===== src/rtl/udp_panel_reader.sv =====
// Serves UDP pixel-read requests: reads panel words over the ctrl bus and returns them as a UDP reply.
// Define UDP_PANEL_READER_HEADER_EN to prefix each reply with a {start_addr, count} header word.
module udp_panel_reader #(
  parameter logic [7:0]  PORT_MSB   = 8'h66,
  parameter logic [15:0] MAX_PIXELS = 16'd256
) (
  input  logic        clock,
  input  logic        reset,
  input  logic        udp_source_valid,
  input  logic        udp_source_last,
  output logic        udp_source_ready,
  input  logic [15:0] udp_source_src_port,
  input  logic [15:0] udp_source_dst_port,
  input  logic [31:0] udp_source_ip_address,
  input  logic [15:0] udp_source_length,
  input  logic [31:0] udp_source_data,
  input  logic [3:0]  udp_source_error,
  output logic        udp_sink_valid,
  output logic        udp_sink_last,
  input  logic        udp_sink_ready,
  output logic [15:0] udp_sink_src_port,
  output logic [15:0] udp_sink_dst_port,
  output logic [31:0] udp_sink_ip_address,
  output logic [15:0] udp_sink_length,
  output logic [31:0] udp_sink_data,
  output logic [5:0]  ctrl_en,
  output logic [3:0]  ctrl_rd,
  output logic [15:0] ctrl_addr,
  input  logic [23:0] ctrl_rdat,
  output logic        busy
);
  typedef enum logic [2:0] {IDLE, REQ, READ, WAIT, SEND, FLUSH} state_t;

  state_t      state;
  logic [5:0]  panel;
  logic [31:0] reply_ip;
  logic [15:0] reply_dst, reply_src;
  logic [15:0] start_addr, count_eff, index, length;
  logic [7:0]  count_hi, sink_byte;
  logic [1:0]  req_cnt, byte_sel;
  logic [31:0] word;
  logic        hdr;

  logic        beat, launch, is_final;
  logic [15:0] cnt_raw, cnt_clamp, cnt_next;
  logic [7:0]  next_byte;
  logic        unused_bits;

  assign unused_bits = ^{udp_source_error, udp_source_data[31:8], udp_source_dst_port[7:6],
                         udp_source_length};

  assign beat                = udp_source_valid && udp_source_ready;
  assign ctrl_rd             = 4'b0111;
  assign busy                = (state != IDLE);
  assign udp_sink_data       = {24'd0, sink_byte};
  assign udp_sink_ip_address = reply_ip;
  assign udp_sink_dst_port   = reply_dst;
  assign udp_sink_src_port   = reply_src;
  assign udp_sink_length     = length;

  always_comb begin
    cnt_raw   = {count_hi, udp_source_data[7:0]};
    cnt_clamp = (cnt_raw > MAX_PIXELS) ? MAX_PIXELS : cnt_raw;
    cnt_next  = (state == REQ) ? cnt_clamp : count_eff;
    // The request is complete on the last beat, either inline with byte 3 or after a flush.
    launch    = beat && udp_source_last &&
                (((state == REQ) && (req_cnt == 2'd3)) || (state == FLUSH));
    is_final  = !hdr && ((index + 16'd1) == count_eff);
    case (byte_sel)
      2'd0:    next_byte = word[23:16];
      2'd1:    next_byte = word[15:8];
      default: next_byte = word[7:0];
    endcase
  end

  always_ff @(posedge clock) begin
    if (reset) begin
      state            <= IDLE;
      udp_source_ready <= 1'b0;
      udp_sink_valid   <= 1'b0;
      udp_sink_last    <= 1'b0;
      sink_byte        <= 8'd0;
      ctrl_en          <= 6'd0;
      ctrl_addr        <= 16'd0;
      index            <= 16'd0;
      hdr              <= 1'b0;
      req_cnt          <= 2'd0;
      byte_sel         <= 2'd0;
      length           <= 16'd0;
    end else begin
      case (state)
        IDLE: begin
          udp_source_ready <= 1'b1;
          index            <= 16'd0;
          if (beat && (udp_source_dst_port[15:8] == PORT_MSB)) begin
            panel            <= udp_source_dst_port[5:0];
            reply_ip         <= udp_source_ip_address;
            reply_dst        <= udp_source_src_port;
            reply_src        <= udp_source_dst_port;
            start_addr[15:8] <= udp_source_data[7:0];
            req_cnt          <= 2'd1;
            if (!udp_source_last) state <= REQ;
          end
        end
        REQ: if (beat) begin
          case (req_cnt)
            2'd1:    start_addr[7:0] <= udp_source_data[7:0];
            2'd2:    count_hi        <= udp_source_data[7:0];
            default: count_eff       <= cnt_clamp;
          endcase
          req_cnt <= req_cnt + 2'd1;
          if (req_cnt == 2'd3) begin
            if (!udp_source_last) state <= FLUSH;
          end else if (udp_source_last) begin
            state <= IDLE;
          end
        end
        FLUSH: ;
        READ: begin
          ctrl_en <= 6'd0;
          state   <= WAIT;
        end
        WAIT: begin
          word           <= {ctrl_addr[13:0], ctrl_rdat[21:16], ctrl_rdat[13:8], ctrl_rdat[5:0]};
          sink_byte      <= ctrl_addr[13:6];
          udp_sink_valid <= 1'b1;
          udp_sink_last  <= 1'b0;
          byte_sel       <= 2'd0;
          state          <= SEND;
        end
        SEND: if (udp_sink_valid && udp_sink_ready) begin
          if (byte_sel != 2'd3) begin
            byte_sel      <= byte_sel + 2'd1;
            sink_byte     <= next_byte;
            udp_sink_last <= (byte_sel == 2'd2) && is_final;
          end else begin
            udp_sink_valid <= 1'b0;
            udp_sink_last  <= 1'b0;
            if (hdr) begin
              hdr       <= 1'b0;
              ctrl_en   <= panel;
              ctrl_addr <= start_addr;
              state     <= READ;
            end else if (is_final) begin
              udp_source_ready <= 1'b1;
              state            <= IDLE;
            end else begin
              index     <= index + 16'd1;
              ctrl_en   <= panel;
              ctrl_addr <= start_addr + index + 16'd1;
              state     <= READ;
            end
          end
        end
        default: state <= IDLE;
      endcase

      if (launch) begin
        if (cnt_next == 16'd0) begin
          state <= IDLE;
        end else begin
          udp_source_ready <= 1'b0;
          count_eff        <= cnt_next;
          index            <= 16'd0;
`ifdef UDP_PANEL_READER_HEADER_EN
          length         <= {cnt_next[13:0], 2'b00} + 16'd4;
          word           <= {start_addr, cnt_next};
          sink_byte      <= start_addr[15:8];
          udp_sink_valid <= 1'b1;
          udp_sink_last  <= 1'b0;
          byte_sel       <= 2'd0;
          hdr            <= 1'b1;
          state          <= SEND;
`else
          length    <= {cnt_next[13:0], 2'b00};
          ctrl_en   <= panel;
          ctrl_addr <= start_addr;
          state     <= READ;
`endif
        end
      end
    end
  end
endmodule


===== config.mk =====
export PLATFORM = sky130hd
export DESIGN_NAME = udp_panel_reader
export DESIGN_NICKNAME = d
export VERILOG_FILES = /design/src/rtl/udp_panel_reader.sv
export SDC_FILE = /design/constraint.sdc
export NUM_CORES = 1
export LEC_CHECK = 0
export ABC_AREA = 1
export CAP_MARGIN = 10
export CORE_ASPECT_RATIO = 1.2
export CORE_MARGIN = 1.5
export CORE_UTILIZATION = 34
export CTS_CLUSTER_SIZE = 20
export DETAILED_ROUTE_END_ITERATION = 16
export MAX_ROUTING_LAYER = met4
export PLACE_DENSITY = 0.58
export SYNTH_ARGS = -nofsm -noshare
export SYNTH_HDL_FRONTEND = slang
export SYNTH_SLANG_ARGS = --single-unit

===== constraint.sdc =====
create_clock -name clock -period 6.8 [get_ports clock]
set_input_delay 0.68 -clock clock [delete_from_list [all_inputs] [get_ports clock]]
set_output_delay 0.68 -clock clock [all_outputs]
set_load 0.02 [all_outputs]

* Word-level counts from Yosys, hierarchy flattened
Index checks and enable logic that the tools add are counted.
** Word-level totals
- Bits in registers :: 204
- Output and inout bits :: 142
- Logic and storage cells :: 138
** Operators by class
- $add $sub $neg :: 5
- Reductions and logical operators :: 25
- Bitwise logic cells :: 2
- Multiplexer cells :: 59
- Eq/ne operators :: 26
- $lt $le $gt $ge :: 1
** Operator list (number)
- 16-bit 2-to-1 mux :: 18
- 16-bit by 1-bit adder with 16-bit output, second input constant :: 2
- 16-bit one-hot mux with 2 select lines :: 1
- 8-bit one-hot mux with 2 select lines :: 2
- 6-bit 2-to-1 mux :: 5
- 3-bit 2-to-1 mux :: 9
- 3-bit one-hot mux with 6 select lines :: 1
- 16-bit adder :: 1
- 16-bit equality test :: 1
- 16-bit by 9-bit greater-than comparator with 1-bit output, second input constant :: 1
- 16-bit zero test :: 1
- 8-bit 2-to-1 mux :: 2
- 3-bit != test, second input constant :: 5
- 2-bit != test, second input constant :: 7
- 2-bit 2-to-1 mux :: 6
- 6-bit one-hot mux with 2 select lines :: 1
- 3-bit AND reduction :: 4
- 1-bit 2-to-1 mux :: 9
- 8-bit by 7-bit equality test with 1-bit output, second input constant :: 1
- 2-bit one-hot mux with 2 select lines :: 2
- 4-bit AND reduction :: 2
- 8-bit AND reduction :: 1
- 1-bit logical AND :: 7
- 2-bit equality test, second input constant :: 3
- 16 further kinds :: 26

* Logic depth before layout (Yosys ltp)
Gate-level depths: netlist (run 1).
- Word-level depth :: 8
- Mapped depth :: 18
- Depth with buffers taken out :: 17

* Worst setup path after synthesis (run 1)
No wires, ideal clock.
- Path type :: in2reg
- From :: input port udp_source_dst_port[8]
- To :: register panel[0], enable pin
- Setup slack :: 2.082 ns
- Library setup time :: 0.503 ns
- Data required time :: 6.297 ns
- Buffers on the path :: 0
- Data arrival time :: 4.216 ns
- Cell stages on the path :: 3
- Cell sequence :: nor4_1 > nand4_1 > nor2_1
** On the way
- Longest elaborated chain between the ends :: 3
** RTL lines
- start: declaration :: line 13 : input logic [15:0] udp_source_dst_port,
- 8-bit by 7-bit equality test with 1-bit output :: line 95 : if (beat && (udp_source_dst_port[15:8] == PORT_MSB)) begin
- 1-bit logical AND :: line 95
- 3-bit AND reduction (no source line)
- end signal: assignment :: line 96 : panel <= udp_source_dst_port[5:0];
- end: declaration :: line 35 : logic [5:0] panel;
Every way passes these cells.
A chain may end at the register's enable or synchronous reset.

* Final worst setup path (run 1)
- From :: input port udp_source_data[5]
- To :: register index[6]
** On the way
- Longest elaborated chain between the ends :: 6
** RTL lines
- start: declaration :: line 16 : input logic [31:0] udp_source_data,
- 16-bit by 9-bit greater-than comparator with 1-bit output :: line 63 : cnt_clamp = (cnt_raw > MAX_PIXELS) ? MAX_PIXELS : cnt_raw;
- 16-bit 2-to-1 mux (*) :: line 63
- 16-bit 2-to-1 mux (*) :: line 64 : cnt_next = (state == REQ) ? cnt_clamp : count_eff;
- 16-bit zero test (*) :: line 159 : if (cnt_next == 16'd0) begin
- 16-bit 2-to-1 mux (*) :: line 159
- 16-bit 2-to-1 mux (*) :: line 158 : if (launch) begin
- end signal: assignment :: line 148 : index <= index + 16'd1;
- end: declaration :: line 38 : logic [15:0] start_addr, count_eff, index, length;
Every way passes the cells marked *; elsewhere a longest branch is shown, timed or not.

==> flow_metrics.env, run 1 <==
export IMPL_outcome="completed"
export IMPL_hold_buffers=0
export IMPL_synth_top_cell_by_area="edfxtp_1"
export IMPL_cts_resized=0
export IMPL_slew_headroom_pct=29.65
export IMPL_gp_congestion=0.8902
export IMPL_grt_overflow=0
export IMPL_wl_um=26870
export IMPL_critPathMaxFanout=26
export IMPL_synth_seq_cells=198
export IMPL_dp_cells=1654
export IMPL_boundaryPins=287
export IMPL_hold_class="reg -> reg"
export IMPL_clk_pin_slew_ns=0.07
export IMPL_h_tree_depth=4
export IMPL_grt_start_max_net_pins=73
export IMPL_post_route_util_pct=45.08
export IMPL_first_pass_iters=5
export IMPL_drtIter0Drc=525
export IMPL_yosys_warnings=0
export IMPL_fin_crit_sh_pct=60.08
export IMPL_maxCapViolations=0
export IMPL_cts_tree="yes"
export IMPL_finClkSkew_ns=0.01489
export IMPL_die_h_um=188.1
export IMPL_antenna_found_initial=0
export IMPL_grt_first_pass_wirelength_um=41640
export IMPL_synth_cell_types=39
export IMPL_r2r_cells=11
export IMPL_r2r_end="index[6]"
export IMPL_rrSetupSlack_ns=3.08
export IMPL_nets=1463
export IMPL_cts_buffers=17
export IMPL_drive_above_1_share_pct=5.743
export IMPL_place_hpwl_um=20220
export IMPL_die_w_um=157.3
export IMPL_hold_viol=0
export IMPL_area_growth_pct=29.99
export IMPL_post_cts_buffers=0
export IMPL_clock_sinks=198
export IMPL_fin_crit_ns=4.085
export IMPL_antenna_left=0
export IMPL_netlist_area_leader_share_pct=39.59
export IMPL_setup_ws_ns=2.715
export IMPL_r2r_start="state[2]"
export IMPL_setup_worst_path_end_class="flip-flop"
export IMPL_fmaxAchievable_mhz=244.8
export IMPL_synth_area_top_cells="edfxtp_1 (40%), dfxtp_1 (14%), nand2_1 (11%), nand3_1 (4.6%), inv_1 (3.6%)"
export IMPL_leakage_uw=0.004841
export IMPL_via_count=8115
export IMPL_fin_setup_tns_ns=0
export IMPL_synth_seq_area_share_pct=54.02
export IMPL_grt_setup_unrepaired="false"
export IMPL_pre_cts_slack_ns=2.309
export IMPL_netlist_area_mm2=0.009709
export IMPL_yosysMostFrequentCell="nand2_1"
export IMPL_register_area_mm2=0.005245
export IMPL_synth_edf_count=128
export IMPL_crit_end="index[6]"
export IMPL_grtUsageTotal_pct=19.13
export IMPL_worst_slew_pin_transition_ns=1.055
export IMPL_synth_commonest_cells="nand2_1 (289), edfxtp_1 (128), inv_1 (94), nand3_1 (89), nor2_1 (75)"
export IMPL_clockBufferDepth=2
export IMPL_worstSkewPairLatency_ns=0.44
export IMPL_critical_path_class="in -> reg"
export IMPL_port_buffers=206
export IMPL_cellPowerDensity_mw_per_mm2=232.9
export IMPL_synth_cells=1093
export IMPL_whs_ns=0.4630
export IMPL_instances_no_fill=1685
export IMPL_setup_viol=0
export IMPL_grt_pass1_vias=7844
export IMPL_root_buffer="clkbuf_16"
export IMPL_multi_input_area_mm2=0.003826
export IMPL_arrival_ns=4.44
export IMPL_ir_worst_vdd_v=0.0001616
export IMPL_n_fill_cell=2766
export IMPL_drc=0
export IMPL_crit_path_start_kind="input pin"
export IMPL_synth_top_flop_cell="edfxtp_1"
export IMPL_crit_start="udp_source_data[5]"
export IMPL_die_area_mm2=0.02958
export IMPL_wl_per_cell_um=15.95
export IMPL_fp_row_count=67
export IMPL_syn_area_per_cell_um2=8.883
export IMPL_critPathRequiredTime_ns=7.16
export IMPL_diodes=0
export IMPL_core_area_mm2=0.02800
export IMPL_async_flop_share_pct=0
export IMPL_vias_per_cell=4.816
export IMPL_start_util_pct=34.68
export IMPL_drv_slew=0
metal layers:
layer	wire, um	track usage (%)	part of all wire, %
met5	0	-	0
met4	617	6.894	2.3
met3	1575	4.137	5.9
met2	12870	30.79	48
met1	11800	23.52	44
sequential cells by signal, indices dropped and copies added (netlist names), 8 cells and up:
register,flops
word,24
index,16
count_eff,16
ctrl_addr,16
udp_sink_src_port,11
udp_sink_length,14
start_addr,16
sink_byte,8
count_hi,8
udp_sink_ip_address,32
udp_sink_dst_port,16
area by class of cell:
class | instances | area share [%]
repair buffers | 213 | 16.75
clock buffers | 17 | 3.371
well taps | 379 | 3.757
flip-flops and latches | 198 | 41.56
inverters | 103 | 3.063
clock inverters | 14 | 1.180
multi-input cells | 761 | 30.32
through the flow:
step	power, uW	instance area, um2
5_1_grt	3078	12620
3_5_place_dp	1945	12050
3_3_place_gp	1935	12050
4_1_cts	2970	12620
6_report	2939	12620
2_1_floorplan	1752	9814
cell families (layout without fill, tap and decap cells):
kind of cell | Yosys count | in the layout | synth area share (%)
AND/OR/NAND/NOR | 546 | 546 | 25.48
flip-flops | 198 | 198 | 54.02
buffers and inverters | 162 | 347 | 7.758
AO/OA/AOI/OAI | 142 | 142 | 7.783
adder cells (fa/ha/maj) | 24 | 24 | 3.170
XOR/XNOR | 19 | 19 | 1.714
other | 2 | 30 | 0.07735
critical path, stage by stage:
cell	delay [ns]
clkdlybuf4s50_1	0.67
nor2_1	0.07
nand2_1	0.06
nor2_1	0.04
nand2_1	0.06
nand2_2	0.13
nand2_1	0.11
nand2_1	0.06
o21ai_0	0.10
nand2_1	0.10
nor2_1	0.12
nand3_2	0.53
a21oi_1	1.04
nand2_1	0.43
a21oi_1	0.23
power breakdown:
group	switching [uW]	total, uW	internal [uW]
clock	478	1020	547
combinational	344	550	205
sequential	37.8	1360	1330
worst min-delay path by stage:
stage	startpoint	to	slack, ns	depth (start not counted)
after floorplan	byte_sel[1]	byte_sel[1]	0.47	2
after global placement	ctrl_addr[1]	word[19]	0.45	0
after detailed placement	ctrl_en[4]	ctrl_en[4]	0.46	2
after CTS	udp_sink_length[7]	udp_sink_length[7]	0.47	2
after global routing	udp_sink_length[7]	udp_sink_length[7]	0.48	2
final	ctrl_en[5]	ctrl_en[5]	0.46	2
cells in the final DEF, fill, tap and decap left out, types with 3 or more instances in the layout:
| master | instances |
|---|---|
| nand2_1 | 289 |
| a21oi_1 | 67 |
| nor2_1 | 73 |
| nor3_1 | 7 |
| nor2_4 | 8 |
| buf_4 | 7 |
| conb_1 | 30 |
| nand3_1 | 89 |
| dfxtp_1 | 70 |
| inv_6 | 4 |
| xnor2_1 | 13 |
| nand3_2 | 4 |
| edfxtp_1 | 128 |
| nand4_1 | 41 |
| clkdlybuf4s50_1 | 206 |
| o21ai_0 | 56 |
| ha_1 | 23 |
| nand3b_1 | 15 |
| nor2_2 | 6 |
| o31ai_1 | 3 |
| clkinv_1 | 4 |
| nand2_2 | 8 |
| clkinv_2 | 3 |
| clkbuf_16 | 17 |
| xor2_1 | 6 |
| inv_1 | 94 |
| o211ai_1 | 8 |
| inv_2 | 7 |
No activity file was read; power rests on OpenSTA's default activity.
==> inputs of run 2 (changes only) <==
==> constraint.sdc (replaced) <==
create_clock -name clock -period 3.8 [get_ports clock]
set_input_delay 0.38 -clock clock [delete_from_list [all_inputs] [get_ports clock]]
set_output_delay 0.38 -clock clock [all_outputs]
set_load 0.02 [all_outputs]
==> run 2 against run 1 <==
Compared with the run above:
- first-iteration DRC count is 11% higher
- combinational power increased by 85%
- final cell count rose by 0.65%
- count of clock-buffer cells in the layout unchanged
- clock skew fell by 0.0015 ns
- total power up 79%
- sequential power grew 79%
- utilization rose by 0.34 points
- flip-flop and latch count stayed put
- critical path type is now reg -> reg
==> flow_metrics.env, run 2 (synthesis results as in run 1) <==
export IMPL_outcome="completed"
export IMPL_cts_resized=0
export IMPL_p_clk_share_pct=34.4
export IMPL_crit_top_cell="nand2_1"
export IMPL_grt_setup_unrepaired="false"
export IMPL_post_cts_buffers=0
export IMPL_nets=1473
export IMPL_setup_viol=0
export IMPL_wl_um=27100
export IMPL_fp_row_count=67
export IMPL_gp_congestion=0.9054
export IMPL_switchingPower_uw=1625
export IMPL_wl_per_cell_um=15.98
export IMPL_grt_first_pass_wirelength_um=43030
export IMPL_clk_pin_slew_ns=0.08
export IMPL_switching_share_pct=30.85
export IMPL_critical_path_class="reg -> reg"
export IMPL_maxCapViolations=0
export IMPL_hold_class="reg -> reg"
export IMPL_leakage_uw=0.004882
export IMPL_root_buffer="clkbuf_16"
export IMPL_arrival_ns=3.16
export IMPL_finClkSkew_ns=0.01338
export IMPL_die_h_um=188.1
export IMPL_worst_slew_pin_transition_ns=0.6960
export IMPL_slew_headroom_pct=53.24
export IMPL_grt_overflow=0
export IMPL_vias_per_cell=4.853
export IMPL_clockBufferDepth=2
export IMPL_final_common_cell="nand2_1"
export IMPL_slowest_delay_ns=0.45
export IMPL_critPathMaxFanout=15
export IMPL_grtUsageTotal_pct=19.57
export IMPL_diodes=0
export IMPL_cts_tree="yes"
export IMPL_antenna_found_initial=0
export IMPL_first_pass_iters=5
export IMPL_start_util_pct=34.68
export IMPL_hold_viol=0
export IMPL_crit_path_start_kind="flip-flop"
export IMPL_drive_above_1_share_pct=6.682
export IMPL_h_tree_depth=4
export IMPL_hold_path_depth=2
export IMPL_boundaryPins=287
export IMPL_r2r_cells=16
export IMPL_total_power_uw=5269
export IMPL_largest_reg_flops=32
export IMPL_internal_power_uw=3644
export IMPL_drc=0
export IMPL_antenna_left=0
export IMPL_via_count=8231
export IMPL_clock_sinks=198
export IMPL_drv_slew=0
export IMPL_area_growth_pct=30.97
export IMPL_port_buffers=206
export IMPL_die_area_mm2=0.02958
export IMPL_core_area_mm2=0.02800
export IMPL_place_hpwl_um=20440
export IMPL_setup_worst_path_end_class="flip-flop"
export IMPL_ir_worst_vdd_v=0.0002801
export IMPL_fin_setup_tns_ns=0
export IMPL_final_cell_mix="nand2_1 (289), clkdlybuf4s50_1 (206), edfxtp_1 (128)"
export IMPL_critPathRequiredTime_ns=4.14
export IMPL_combPwrFrac_pct=19.3
export IMPL_fmaxAchievable_mhz=354.5
export IMPL_grt_pass1_vias=8049
export IMPL_drtIter0Drc=584
export IMPL_p_seq_share_pct=46.4
export IMPL_fin_crit_sh_pct=74.23
export IMPL_crit_chain="ha_1, nand2_1, nor2_4, nand2_1, nand2_1, nand2_1, nand2_1, nand2_1, nor2_1, nand2_1, nor2_2, nand3_2, nand3_2, nand2_1, nand3_1, nand2_1"
export IMPL_cts_buffers=17
export IMPL_hold_buffers=0
export IMPL_cellPowerDensity_mw_per_mm2=414.4
export IMPL_worstSkewPairLatency_ns=0.45
export IMPL_grt_start_max_net_pins=59
export IMPL_critical_path_slowest_cell="dfxtp_1"
export IMPL_fin_crit_ns=2.821
export IMPL_die_w_um=157.3
-- run 2: final timing paths --
kind	end	from	slack, ns
worst min-delay path	udp_sink_length[10]	udp_sink_length[10]	0.46
worst min register to register	udp_sink_length[10]	udp_sink_length[10]	0.46
worst max register to register	ctrl_en[4]	index[1]	0.98
worst max-delay path	ctrl_en[4]	index[1]	0.98
-- run 2: cell type report --
| cell class | instances | area (um2) |
|---|---|---|
| multi-input cells | 761 | 3826 |
| repair buffers | 223 | 2202 |
| clock inverters | 15 | 156.4 |
| well taps | 379 | 474.2 |
| inverters | 103 | 386.6 |
| flip-flops and latches | 198 | 5245 |
| clock buffers | 17 | 425.4 |
| fillers | 2763 | 15280 |
-- run 2: metrics by stage --
| step | utilization, % | worst slack [ns] | cell area [um2] | cells | hold slack, ns |
|---|---|---|---|---|---|
| 4_1_cts | 45.42 | 0.9793 | 12720 | 1696 | 0.4614 |
| 6_report | 45.42 | 0.9794 | 12720 | 1696 | 0.4627 |
| 3_3_place_gp | 43.34 | 0.7553 | 12130 | 1664 | 0.4514 |
| 3_5_place_dp | 43.34 | 0.7238 | 12130 | 1664 | 0.4524 |
| 5_1_grt | 45.42 | 0.6083 | 12720 | 1696 | 0.4616 |
| 2_1_floorplan | - | 0.2933 | 9817 | 1121 | 0.4721 |
-- run 2: power groups by stage --
stage | clock network (uW) | registers (uW) | logic (uW)
floorplan | 0 | 2520 | 618
global placement | 0 | 2490 | 1010
detailed placement | 0 | 2490 | 1020
CTS | 1860 | 2440 | 1020
global route | 1940 | 2450 | 1130
finish | 1810 | 2440 | 1020
-- run 2: per-layer routing --
| layer | share of wire [%] | up-vias | track usage [%] |
|---|---|---|---|
| met3 | 5.8 | 38 | 3.744 |
| met1 | 44 | 3846 | 24.38 |
| met4 | 2.7 | 0 | 7.329 |
| met2 | 48 | 287 | 31.36 |
| li1 | - | 4060 | - |
| met5 | 0 | - | - |
-- run 2: critical path: cells and delay by family, from the launching register on --
kind | cells | cell delay, ns
AND/OR/NAND/NOR | 15 | 2.01
flip-flops | 1 | 0.45
adder cells (fa/ha/maj) | 1 | 0.22
